## config.mk

```make
export PLATFORM = sky130hd
export DESIGN_NAME = regfile_wb_arbiter
export DESIGN_NICKNAME = d
export VERILOG_FILES = /design/src/rtl/regfile_pkg.sv /design/src/rtl/wb_fifo.sv /design/src/rtl/regfile_wb_arbiter.sv
export SDC_FILE = /design/constraint.sdc
export NUM_CORES = 1
export LEC_CHECK = 0
export ABC_AREA = 1
export BUFFER_PORTS_ARGS = -buffer_cell sky130_fd_sc_hd__clkbuf_2
export CORE_ASPECT_RATIO = 0.7
export CORE_MARGIN = 2
export CORE_UTILIZATION = 25
export CTS_BUF_LIST = sky130_fd_sc_hd__clkbuf_8
export DETAILED_ROUTE_END_ITERATION = 16
export PLACE_DENSITY = 0.53
export SLEW_MARGIN = 15
export SYNTH_ARGS = -nofsm -noshare
export SYNTH_HDL_FRONTEND = slang
export SYNTH_HIERARCHICAL = 1
export SYNTH_SLANG_ARGS = --single-unit
```

## constraint.sdc

```tcl
create_clock -name clk -period 14.14 [get_ports clk]
set_input_delay 4.242 -clock clk [delete_from_list [all_inputs] [get_ports clk]]
set_output_delay 4.242 -clock clk [all_outputs]
set_load 0.01 [all_outputs]
```

## src/rtl/regfile_pkg.sv

```systemverilog
// regfile_pkg: shared register-file constants, types and the write-enable decode.
//   REG_COUNT  number of architectural registers
//   ZERO_REG   hard-wired zero register; writes to it are dropped
//   reg_addr_t register index type
//   wb_grant_t write-port grant owner for one cycle
package regfile_pkg;
    localparam int REG_COUNT = 32;
    localparam logic [4:0] ZERO_REG = 5'd31;
    typedef logic [4:0] reg_addr_t;
    typedef enum logic [1:0] {GRANT_NONE, GRANT_PIPE, GRANT_AUX} wb_grant_t;
    function automatic logic [REG_COUNT-1:0] wr_onehot(input reg_addr_t a);
        return (a == ZERO_REG) ? '0 : ({{(REG_COUNT-1){1'b0}}, 1'b1} << a);
    endfunction
endpackage

```

## src/rtl/wb_fifo.sv

```systemverilog
// wb_fifo: synchronous FIFO holding pending auxiliary writebacks.
//   clk, reset_n  clock and synchronous active-low reset (empties the FIFO)
//   push, wdata   enqueue request and entry; ignored when full
//   pop           dequeue the head; ignored when empty
//   rdata         current head entry (registered storage, no bypass)
//   full, empty   occupancy flags from registered count
//   count         occupancy 0..DEPTH
module wb_fifo #(
    parameter int WIDTH = 69,
    parameter int DEPTH = 2,
    localparam int CW = $clog2(DEPTH + 1)
) (
    input  logic             clk,
    input  logic             reset_n,
    input  logic             push,
    input  logic             pop,
    input  logic [WIDTH-1:0] wdata,
    output logic [WIDTH-1:0] rdata,
    output logic             full,
    output logic             empty,
    output logic [CW-1:0]    count
);
    localparam int AW = (DEPTH > 1) ? $clog2(DEPTH) : 1;
    localparam logic [AW-1:0] P_ONE = 1;
    localparam logic [CW-1:0] C_ONE = 1;
    logic [WIDTH-1:0] mem_q [DEPTH];
    logic [AW-1:0] wr_ptr_q, wr_ptr_d, rd_ptr_q, rd_ptr_d;
    logic [CW-1:0] count_q, count_d;
    logic do_push, do_pop;
    assign full    = count_q == CW'(DEPTH);
    assign empty   = count_q == '0;
    assign count   = count_q;
    assign rdata   = mem_q[rd_ptr_q];
    assign do_push = push && !full;
    assign do_pop  = pop && !empty;
    // Pointers wrap naturally since DEPTH is a power of two.
    always_comb begin
        wr_ptr_d = do_push ? wr_ptr_q + P_ONE : wr_ptr_q;
        rd_ptr_d = do_pop ? rd_ptr_q + P_ONE : rd_ptr_q;
        count_d  = (do_push && !do_pop) ? count_q + C_ONE :
                   (do_pop && !do_push) ? count_q - C_ONE : count_q;
    end
    always_ff @(posedge clk) begin
        if (!reset_n) begin
            wr_ptr_q <= '0;
            rd_ptr_q <= '0;
            count_q  <= '0;
        end else begin
            wr_ptr_q <= wr_ptr_d;
            rd_ptr_q <= rd_ptr_d;
            count_q  <= count_d;
        end
    end
    always_ff @(posedge clk) begin
        if (do_push) mem_q[wr_ptr_q] <= wdata;
    end
endmodule

```

## src/rtl/regfile_wb_arbiter.sv

```systemverilog
// regfile_wb_arbiter: merges pipeline and auxiliary writebacks onto the single register-file write port.
//   clk, reset_n             clock and synchronous active-low reset
//   pipe_valid/addr/data     pipeline writeback, always consumed unless pipe_stall
//   pipe_stall               forced-auxiliary cycle; pipeline holds pipe_* into the next cycle
//   aux_valid/addr/data      auxiliary write request, accepted when aux_ready
//   aux_ready                auxiliary FIFO has room
//   rf_wr, rf_in             one-hot write enable and write data to the register file
//   aux_pending              auxiliary writes still queued, for hazard logic
module regfile_wb_arbiter
    import regfile_pkg::*;
#(
    parameter int WIDTH        = 64,
    parameter int DEPTH        = 2,
    parameter int STARVE_LIMIT = 4
) (
    input  logic             clk,
    input  logic             reset_n,
    input  logic             pipe_valid,
    input  logic [4:0]       pipe_addr,
    input  logic [WIDTH-1:0] pipe_data,
    output logic             pipe_stall,
    input  logic             aux_valid,
    output logic             aux_ready,
    input  logic [4:0]       aux_addr,
    input  logic [WIDTH-1:0] aux_data,
    output logic [31:0]      rf_wr,
    output logic [WIDTH-1:0] rf_in,
    output logic             aux_pending
);
    localparam int SW = $clog2(STARVE_LIMIT + 1);
    localparam int CW = $clog2(DEPTH + 1);
    localparam logic [SW-1:0] S_ONE = 1;
    localparam logic [SW-1:0] S_MAX = SW'(STARVE_LIMIT);
    logic [WIDTH+4:0] head;
    logic [CW-1:0] fifo_cnt;
    logic fifo_full, fifo_empty, forced;
    logic [SW-1:0] starve_q, starve_d;
    wb_grant_t grant;
    reg_addr_t wr_addr;
    wb_fifo #(.WIDTH(WIDTH + 5), .DEPTH(DEPTH)) u_fifo (
        .clk     (clk),
        .reset_n (reset_n),
        .push    (aux_valid && aux_ready),
        .pop     (grant == GRANT_AUX),
        .wdata   ({aux_addr, aux_data}),
        .rdata   (head),
        .full    (fifo_full),
        .empty   (fifo_empty),
        .count   (fifo_cnt)
    );
    assign forced      = !fifo_empty && (starve_q == S_MAX);
    assign pipe_stall  = reset_n && forced;
    assign aux_ready   = reset_n && !fifo_full;
    assign aux_pending = reset_n && (fifo_cnt != '0);
    // Holding the grant at NONE during reset keeps rf_wr quiet and blocks any dequeue.
    always_comb begin
        grant    = !reset_n ? GRANT_NONE :
                   (!fifo_empty && (!pipe_valid || forced)) ? GRANT_AUX :
                   pipe_valid ? GRANT_PIPE : GRANT_NONE;
        wr_addr  = (grant == GRANT_AUX) ? head[WIDTH+4:WIDTH] : pipe_addr;
        rf_wr    = (grant == GRANT_NONE) ? '0 : wr_onehot(wr_addr);
        rf_in    = (grant == GRANT_AUX) ? head[WIDTH-1:0] :
                   (grant == GRANT_PIPE) ? pipe_data : '0;
        starve_d = (fifo_empty || grant == GRANT_AUX) ? '0 :
                   (starve_q == S_MAX) ? starve_q : starve_q + S_ONE;
    end
    always_ff @(posedge clk) begin
        if (!reset_n) starve_q <= '0;
        else          starve_q <= starve_d;
    end
endmodule

```

==> results of run 1 <==
## routing by layer
layer  up-vias  track usage  part of all wire
li1       2434            -                 -
met5         -            0           0.00080
met1      2267       0.1607              0.50
met2       156       0.1737              0.43
met3        12      0.03836             0.063
met4         2      0.03158            0.0089
## Yosys cell counts
master / count
sky130_fd_sc_hd__a21oi_1: 3
sky130_fd_sc_hd__buf_2: 14
sky130_fd_sc_hd__buf_4: 1
sky130_fd_sc_hd__buf_6: 4
sky130_fd_sc_hd__buf_8: 1
sky130_fd_sc_hd__clkbuf_1: 6
sky130_fd_sc_hd__conb_1: 1
sky130_fd_sc_hd__dfxtp_1: 8
sky130_fd_sc_hd__edfxtp_1: 138
sky130_fd_sc_hd__ha_1: 3
sky130_fd_sc_hd__inv_1: 84
sky130_fd_sc_hd__inv_2: 1
sky130_fd_sc_hd__mux2_2: 59
sky130_fd_sc_hd__mux2_4: 10
sky130_fd_sc_hd__nand2_1: 90
sky130_fd_sc_hd__nand2_2: 1
sky130_fd_sc_hd__nand2_4: 2
sky130_fd_sc_hd__nand3_1: 9
sky130_fd_sc_hd__nand3_4: 1
sky130_fd_sc_hd__nand3b_1: 1
sky130_fd_sc_hd__nand4_1: 17
sky130_fd_sc_hd__nor2_1: 46
sky130_fd_sc_hd__nor2_2: 1
sky130_fd_sc_hd__nor2_4: 1
sky130_fd_sc_hd__nor3b_1: 1
sky130_fd_sc_hd__o211ai_2: 1
sky130_fd_sc_hd__o21ai_0: 67
sky130_fd_sc_hd__o21ai_2: 1
sky130_fd_sc_hd__o21ai_4: 1
sky130_fd_sc_hd__xnor2_1: 1
sky130_fd_sc_hd__xor2_1: 1
## power breakdown
part           switching, mW  leakage [nW]  total (mW)  internal (mW)
clock                  0.160         0.192       0.315          0.155
combinational         0.0700          2.13       0.119         0.0486
sequential           0.00564          1.33       0.500          0.495
total                  0.235          3.65       0.934          0.698
## flip-flops by register name, summed over array words and instances, names as in the netlist, named ones only
register / count
starve_q: 3
u_fifo/rd_ptr_q: 1
u_fifo/wr_ptr_q: 1
u_fifo/count: 2
u_fifo/mem_q: 138
## cells in the final DEF (no fill, tap or decap), types with 8 or more instances in the layout
cell                         n
sky130_fd_sc_hd__inv_1      85
sky130_fd_sc_hd__clkbuf_2  239
sky130_fd_sc_hd__mux2_4     10
sky130_fd_sc_hd__nor2_1     44
sky130_fd_sc_hd__mux2_2     59
sky130_fd_sc_hd__nand4_1    17
sky130_fd_sc_hd__clkbuf_8   17
sky130_fd_sc_hd__nand3_1     8
sky130_fd_sc_hd__nand2_1    90
sky130_fd_sc_hd__o21ai_0    67
sky130_fd_sc_hd__edfxtp_1  138
## cell families (layout without fill, tap and decap cells)
kind of cell,count (synthesis),in the layout,share of synthesized area
XOR/XNOR,2,2,0.002582
adder cells (fa/ha/maj),3,3,0.005533
other,1,1,0.0005527
multiplexers,69,69,0.1200
buffers and inverters,111,361,0.07062
AO/OA/AOI/OAI,73,73,0.05716
AND/OR/NAND/NOR,170,170,0.1092
flip-flops,146,146,0.6343
## worst register-to-register path: cells and delay by family (launching register included)
family | cells | cell delay [ns]
simple gates | 3 | 1.08
buf+inv | 1 | 0.66
flops | 1 | 0.41
compound gates | 1 | 0.29
## layout make-up
cell class | count | area (um2) | area share
clock buffers | 17 | 234.0 | 0.02684
clock inverters | 15 | 143.9 | 0.01651
inverters | 85 | 319.1 | 0.03661
multi-input cells | 318 | 2022 | 0.2320
flip-flops and latches | 146 | 4308 | 0.4943
well taps | 364 | 455.4 | 0.05225
repair buffers | 244 | 1234 | 0.1415
## per-stage QoR
| step | setup slack, ns | hold WS (ns) | util |
|---|---|---|---|
| finish | 3.311 | 0.4957 | 0.3263 |
| CTS | 3.238 | 0.5037 | 0.3263 |
| global route | 2.960 | 0.5330 | 0.3263 |
| floorplan | 4.642 | 0.4645 | - |
| global placement | 3.277 | 0.4813 | 0.3121 |
| detailed placement | 3.236 | 0.4900 | 0.3121 |
## how the worst min path moves through the flow
| stage | cells past startpoint | end |
|---|---|---|
| 6_report | 2 | starve_q[1] |
| 5_1_grt | 2 | starve_q[1] |
| 4_1_cts | 2 | starve_q[1] |
| 3_5_place_dp | 2 | starve_q[1] |
| 3_3_place_gp | 2 | u_fifo/rd_ptr_q |
| 2_1_floorplan | 2 | starve_q[1] |
==> results list, run 1 <==
- The flow ran to the end, and the final reports show no timing, DRC or antenna violations.
- Maximum clock path buffer count: 2
- Traced cell by cell, the critical path runs through clkbuf_2 -> inv_1 -> nor2_4 -> nand2_4 -> inv_2 -> buf_4 -> nand2_1 -> nand2_1 -> nand4_1 -> nor2_1 -> clkbuf_2.
- Setup slack on the worst reg-to-reg path comes out at 11.31 ns.
- Worst Reg-to-Reg Cells: 5
* Most area-consuming cells after synthesis: sky130_fd_sc_hd__edfxtp_1, sky130_fd_sc_hd__mux2_2, sky130_fd_sc_hd__nand2_1
- The total area inside the core boundary comes to 0.02671 mm2.
- Maximum number of pins on one net before global-route repair: 62
- Share of cells above drive strength 1: 0.4327
- Initial Utilization: 0.2540
* Worst hold path startpoint: starve_q[1]
- Power comes to 0.9337 mW.
- Row generation in the floorplan step produced 50 rows.
- Area delta synth->final: 28.45%
- Critical path capture point type: primary output
- Post-placement cell count: 1157
* Slew Limit Fails: 0
- The count of nets left with antenna violations once routing finished came out at 0.
* Starting DRT DRC Count: 229
- Of all cell types, the one taking the most synthesized area is sky130_fd_sc_hd__edfxtp_1.
- Avg Inst Size Synth: 11.80 um2
- Post-layout instance area: 0.008716 mm2
- TritonCTS built the clock tree.
* Fillcell total: 2745
- For this design the ratio of total power to cell area is 107.1 mW/mm2.
- Slowest stage cell, crit path: sky130_fd_sc_hd__inv_2
- Final net count: 957
* Post-route setup TNS: 0 ns
* Post-synthesis cell count: 575
* CTS buffer count: 17
- Type of the worst setup path: primary input to primary output
* Bufs and invs on worst path: 5
- Routed vias/inst: 4.097
* Wire length per cell after detailed routing: 13.61 um
* Clock slew at the register clock pins of the worst setup and hold paths: 0.08 ns
- For this run, the register share of the synthesized area comes to 0.6343.
- Number of global-route vias before repair: 4709
- Maximum level of the CTS H-tree: 4
- Clock latency on the worst-skew pair, taken at its later pin, is 0.44 ns.
- Count of buffers inserted at the top-level ports: 239
- Max-cap violations in this run came to 0.
- For this block, the via count after detailed routing is 4871.
- Residual DRC: 0
- The cell family contributing the most delay on the critical path is buffers and inverters.
- Number of iterations in the first detailed-routing pass: 4
- The finished layout holds 1189 standard cells, fillers aside.
* Slew Limit Headroom: 0.3531
- For this design, the CTS-stage hold fixing added 0 buffers.
- DRT Wirelength: 16180 um
* IO Count: 241
- Worst path arrival time: 6.59 ns
- The critical path crosses 11 cells after its start point.
* Count of buffers added by post-CTS timing repair for setup: 0
* Capture point of the worst path: rf_wr[19]
- For this run, the number of Yosys warnings is 6.
- The startpoint identified for the worst register-to-register timing path is u_fifo/count[0].
- Once the clock tree was built, the resizer swapped 0 gates to a different size.
- The floorplan step defined a die boundary enclosing 0.02850 mm2.
- Vertical extent of the die: 141.8 um
* Timing startpoint of the critical path: reset_n
- In this run the critical register-to-register path is captured at u_fifo/mem_q[1][34].
- The worst path needs 10.83 ns of the cycle, external delays included.
- Of all nets on the critical path, the largest fanout is 36.
- Synthesis inferred 146 register bits.
- Global-route congestion overflow total: 0
* Die X-Extent: 200.9 um
- The total count of hold-check failures in the final report is 0.
- The tree is rooted in a sky130_fd_sc_hd__clkbuf_8.
* Diode count: 0
* Area of the mapped netlist: 0.006785 mm2
- Setup repair after global routing missed its margin: no
- Across the VDD grid, the largest voltage drop is 0.00004833 V.
- Post-Syn Nets: 720
- Clock tree synthesis found a total of 146 sinks.
- Max Fclk: 92.34 MHz
- Area fraction of the dominant cell type after synthesis: 0.6107
- In this run the cell area measured after placement is 0.008338 mm2.
- STA classifies the critical path startpoint as a primary input.
* Yosys cell types: 31
* Crit share post-route: 0.7659
- Total Routing Usage GR: 0.1161
- Worst endpoint required time: 9.90 ns
- In this design, the stage delay of the slowest critical-path cell is 0.49 ns.
- In this run the static leakage power is 3.655 nW.
* Final Skew: 0.01169 ns
* Final weighted congestion of routability-driven global placement: 0.8078
- Transition time at the pin with the least slew margin: 0.9681 ns
- The worst hold path belongs to the class register to register.
- Half-perimeter wire length after detailed placement: 11380 um
- Initial antenna violation count: 1
- The first global-routing pass estimated 25540 um of wire.
* Final setup viols: 0
(Power assumes the default switching activity.)
==> run 2, diff against run 1 <==
--- a/config.mk
+++ b/config.mk
@@ -5,7 +5,7 @@
 export SDC_FILE = /design/constraint.sdc
 export NUM_CORES = 1
 export LEC_CHECK = 0
-export ABC_AREA = 1
+export ABC_AREA = 0
 export BUFFER_PORTS_ARGS = -buffer_cell sky130_fd_sc_hd__clkbuf_2
 export CORE_ASPECT_RATIO = 0.7
 export CORE_MARGIN = 2
==> constraint.sdc (replaced) <==
create_clock -name clk -period 11.1 [get_ports clk]
set_input_delay 3.33 -clock clk [delete_from_list [all_inputs] [get_ports clk]]
set_output_delay 3.33 -clock clk [all_outputs]
set_load 0.01 [all_outputs]
==> results list, run 2 <==
- The flow ran to the end, and the final reports show no timing, DRC or antenna violations.
- Summed over all layers, the global routing overflow is 0.
* Highest-count cells in the layout ignoring fill and taps: sky130_fd_sc_hd__clkbuf_2, sky130_fd_sc_hd__edfxtp_1, sky130_fd_sc_hd__a22o_1
- Setup repair after global routing missed its margin: no
- For the pin with the worst max-slew slack, the measured transition is 1.093 ns.
* Critical path fanouts, max: 36
- Area inside the core boundary: 0.02678 mm2
* Final setup viols: 0
- Avg Inst Size Synth: 15.84 um2
- Part of the total power dissipated in sequential elements: 0.519
- Total Routing Usage GR: 0.1189
- On the final layout, the worst hold slack is 0.4639 ns.
* Leakage: 3.397 nW
* Gates resized, CTS repair: 0
- Number of clock sinks: 146
- Of the total power, the share spent switching nets is 0.2724.
- Full die area: 0.02868 mm2
* Power per cell area: 142.2 mW/mm2
- Measured along the x axis, the die boundary spans 201.5 um.
- No sink is reached through more buffers than the 2 on the longest clock path.
- Share of cells above drive strength 1: 0.5398
* Post-synth ARST share: 0
* Most common cell after layout, fill and taps aside: sky130_fd_sc_hd__clkbuf_2
* FP Rows: 50
- In this run, synthesis inferred 138 flip-flops with an integrated enable.
- Max VDD drop: 0.00006199 V
- The Yosys step of the flow raised 6 warnings.
* CP cell instances: clkbuf_2 -> nand2b_1 -> nor2_4 -> buf_4 -> a22o_1 -> clkbuf_2
- After clock tree synthesis, the clock-pin slew on the worst setup and hold paths is 0.09 ns.
- Slew Limit Fails: 0
- Measured against its own limit, the worst slew margin works out to 0.2716.
- Synthesis inferred 146 register bits.
* Final net count: 810
* Slowest stage cell, crit path: sky130_fd_sc_hd__nor2_4
* Worst skew pair latency: 0.45 ns
* First-pass GRT wire length: 25720 um
- The number of antenna violations at the first check in global routing came to 0.
* Cts-stage hold buffer count: 0
* Most common cell type on the critical path: sky130_fd_sc_hd__clkbuf_2
- Buffers inserted during clock tree synthesis total 17.
* IO Count: 241
* Final hold vios: 0
* Area of the mapped netlist: 0.006829 mm2
- Initial Utilization: 0.2550
- Wire length per cell after detailed routing: 16.21 um
- Based on the critical path, the design can be clocked at up to 114.5 MHz.
- Gate family responsible for the most delay along the worst path: simple AND/OR/NAND/NOR gates
* MaxCap Viol Count: 0
- Flip-flop count of the largest register after layout: 138
* Post-route minimum period: 8.736 ns
* Synth area leader: sky130_fd_sc_hd__edfxtp_1
* Yosys cell types: 49
- Vertical extent of the die: 142.3 um
* Diode count: 0
- Worst endpoint required time: 7.77 ns
- Among all flip-flop cells after synthesis, the most frequent one is sky130_fd_sc_hd__edfxtp_1.
- Of the available clock period, the critical path in the final layout requires 0.7870.
- STA classifies the critical path endpoint as a primary output.
- DRT Wirelength: 16900 um
* Post-synthesis cell count: 431
* Combinational fraction of design power: 0.140
- In this run the worst setup path begins at reset_n.
* Worst hold path startpoint: starve_q[0]
- Worst min-delay path category: register to register
* Dominant cell by count in the synthesized netlist: sky130_fd_sc_hd__edfxtp_1
- By startpoint and endpoint, the worst setup path is classified as primary input to primary output.
- In the synthesized netlist, the cells that appear most often are sky130_fd_sc_hd__edfxtp_1, sky130_fd_sc_hd__a22o_1, sky130_fd_sc_hd__mux2_2.
- The H-tree was split into 4 levels.
- Maximum number of pins on one net before global-route repair: 70
* Buffer type at the clock tree root: sky130_fd_sc_hd__clkbuf_8
- Count of buffers inserted at the top-level ports: 239
* Area delta synth->final: 27.46%
- The worst setup path is launched from a primary input.
- The detailed router placed 4632 vias in this run.
- Proportion of synthesized chip area in sequential cells: 0.6303
- Adding up every negative setup slack in the final design gives 0 ns.
* Total internal power: 0.9005 mW
* Final weighted congestion of routability-driven global placement: 0.7617
- Once the clock tree was built, the setup fixing pass inserted 0 buffers.
- Number of global-route vias before repair: 4538
* CTS tree: built
- In this run the remaining antenna-violating nets after routing total 0.
* Starting DRT DRC Count: 254
- After detailed routing, the number of vias per cell comes to 4.445.
* Post-layout instance area: 0.008705 mm2
- Final Skew: 0.006924 ns
- CP max stage delay: 0.68 ns
- The critical path contains buffers and inverters numbering 3 combined.
* Area fraction of the dominant cell type after synthesis: 0.6068
- Clk network pwr share: 0.341
* Half-perimeter wire length after detailed placement: 11710 um
* Post-Syn Nets: 576
- Register containing the most flip-flops in the final layout: u_fifo/mem_q
* Worst path arrival time: 5.41 ns
* Most area-consuming cells after synthesis: sky130_fd_sc_hd__edfxtp_1, sky130_fd_sc_hd__mux2_2, sky130_fd_sc_hd__a22o_1
- After detailed routing, the number of remaining DRC violations is 0.
* Switching power: 0.3372 mW
- Once placement finished, the instance area stood at 0.008307 mm2.
- For this run, the detailed router's first-pass iteration total came to 4.
* Reg-to-reg critical path startpoint: u_fifo/count[0]
* Total power of the final layout: 1.238 mW
-- run 2: cell count changes after synthesis, moves of 6 or more --
cell,previous run,this run
sky130_fd_sc_hd__nor2_1,46,9
sky130_fd_sc_hd__nand2_1,90,4
sky130_fd_sc_hd__buf_6,4,12
sky130_fd_sc_hd__nor2b_1,0,6
sky130_fd_sc_hd__a22o_1,0,64
sky130_fd_sc_hd__buf_4,1,8
sky130_fd_sc_hd__nand4_1,17,4
sky130_fd_sc_hd__buf_2,14,8
sky130_fd_sc_hd__o21ai_0,67,4
sky130_fd_sc_hd__o211ai_1,0,6
sky130_fd_sc_hd__a22oi_1,0,26
sky130_fd_sc_hd__inv_1,84,4
sky130_fd_sc_hd__and2_1,0,6
-- run 2: cell families (layout without fill, tap and decap cells) --
group,Yosys count,in the layout,synth area share
AOI/OAI and AO/OA,115,115,0.1418
adders and majority gates,3,3,0.005497
other,1,1,0.0005491
xor gates and xnor gates,3,3,0.003848
DFF,146,146,0.6303
muxes,70,70,0.1207
buffers and inverters,35,282,0.03829
and+or+nand+nor,58,58,0.05899
-- run 2: worst paths after layout --
path	endpoint	slack (ns)	depth (start not counted)
hold reg to reg	starve_q[0]	0.46	1
hold / removal	starve_q[0]	0.46	1
setup reg to reg	u_fifo/count[1]	8.29	7
setup / recovery	rf_in[11]	2.36	6
-- run 2: area by class of cell --
class,instances,area (um2)
inverter,5,18.77
clock inverter,15,163.9
multi-input combinational,250,2283
tap,364,455.4
clock buffer,17,234.0
sequential,146,4308
fill,2744,18070
timing repair buffer,245,1241
-- run 2: power groups by stage --
stage / Clock (mW) / Sequential, mW / Combinational [mW]
3_3_place_gp: 0 / 0.655 / 0.174
2_1_floorplan: 0 / 0.654 / 0.109
6_report: 0.423 / 0.642 / 0.173
5_1_grt: 0.470 / 0.645 / 0.190
4_1_cts: 0.447 / 0.643 / 0.176
3_5_place_dp: 0 / 0.655 / 0.175
-- run 2: through the flow --
stage                     worst slack (ns)  utilization  cells
after global placement               2.423       0.3102   1010
after floorplan                      3.541            -    431
after detailed placement             2.377       0.3102   1010
after CTS                            2.375       0.3251   1042
final                                2.364       0.3251   1042
after global routing                 2.162       0.3251   1042
-- run 2: layer usage --
metal  routed length, um  global-route usage
met1                8039              0.1577
met2                7515              0.1829
met3                1179             0.04144
met4                 163             0.03638
met5                   0                   0
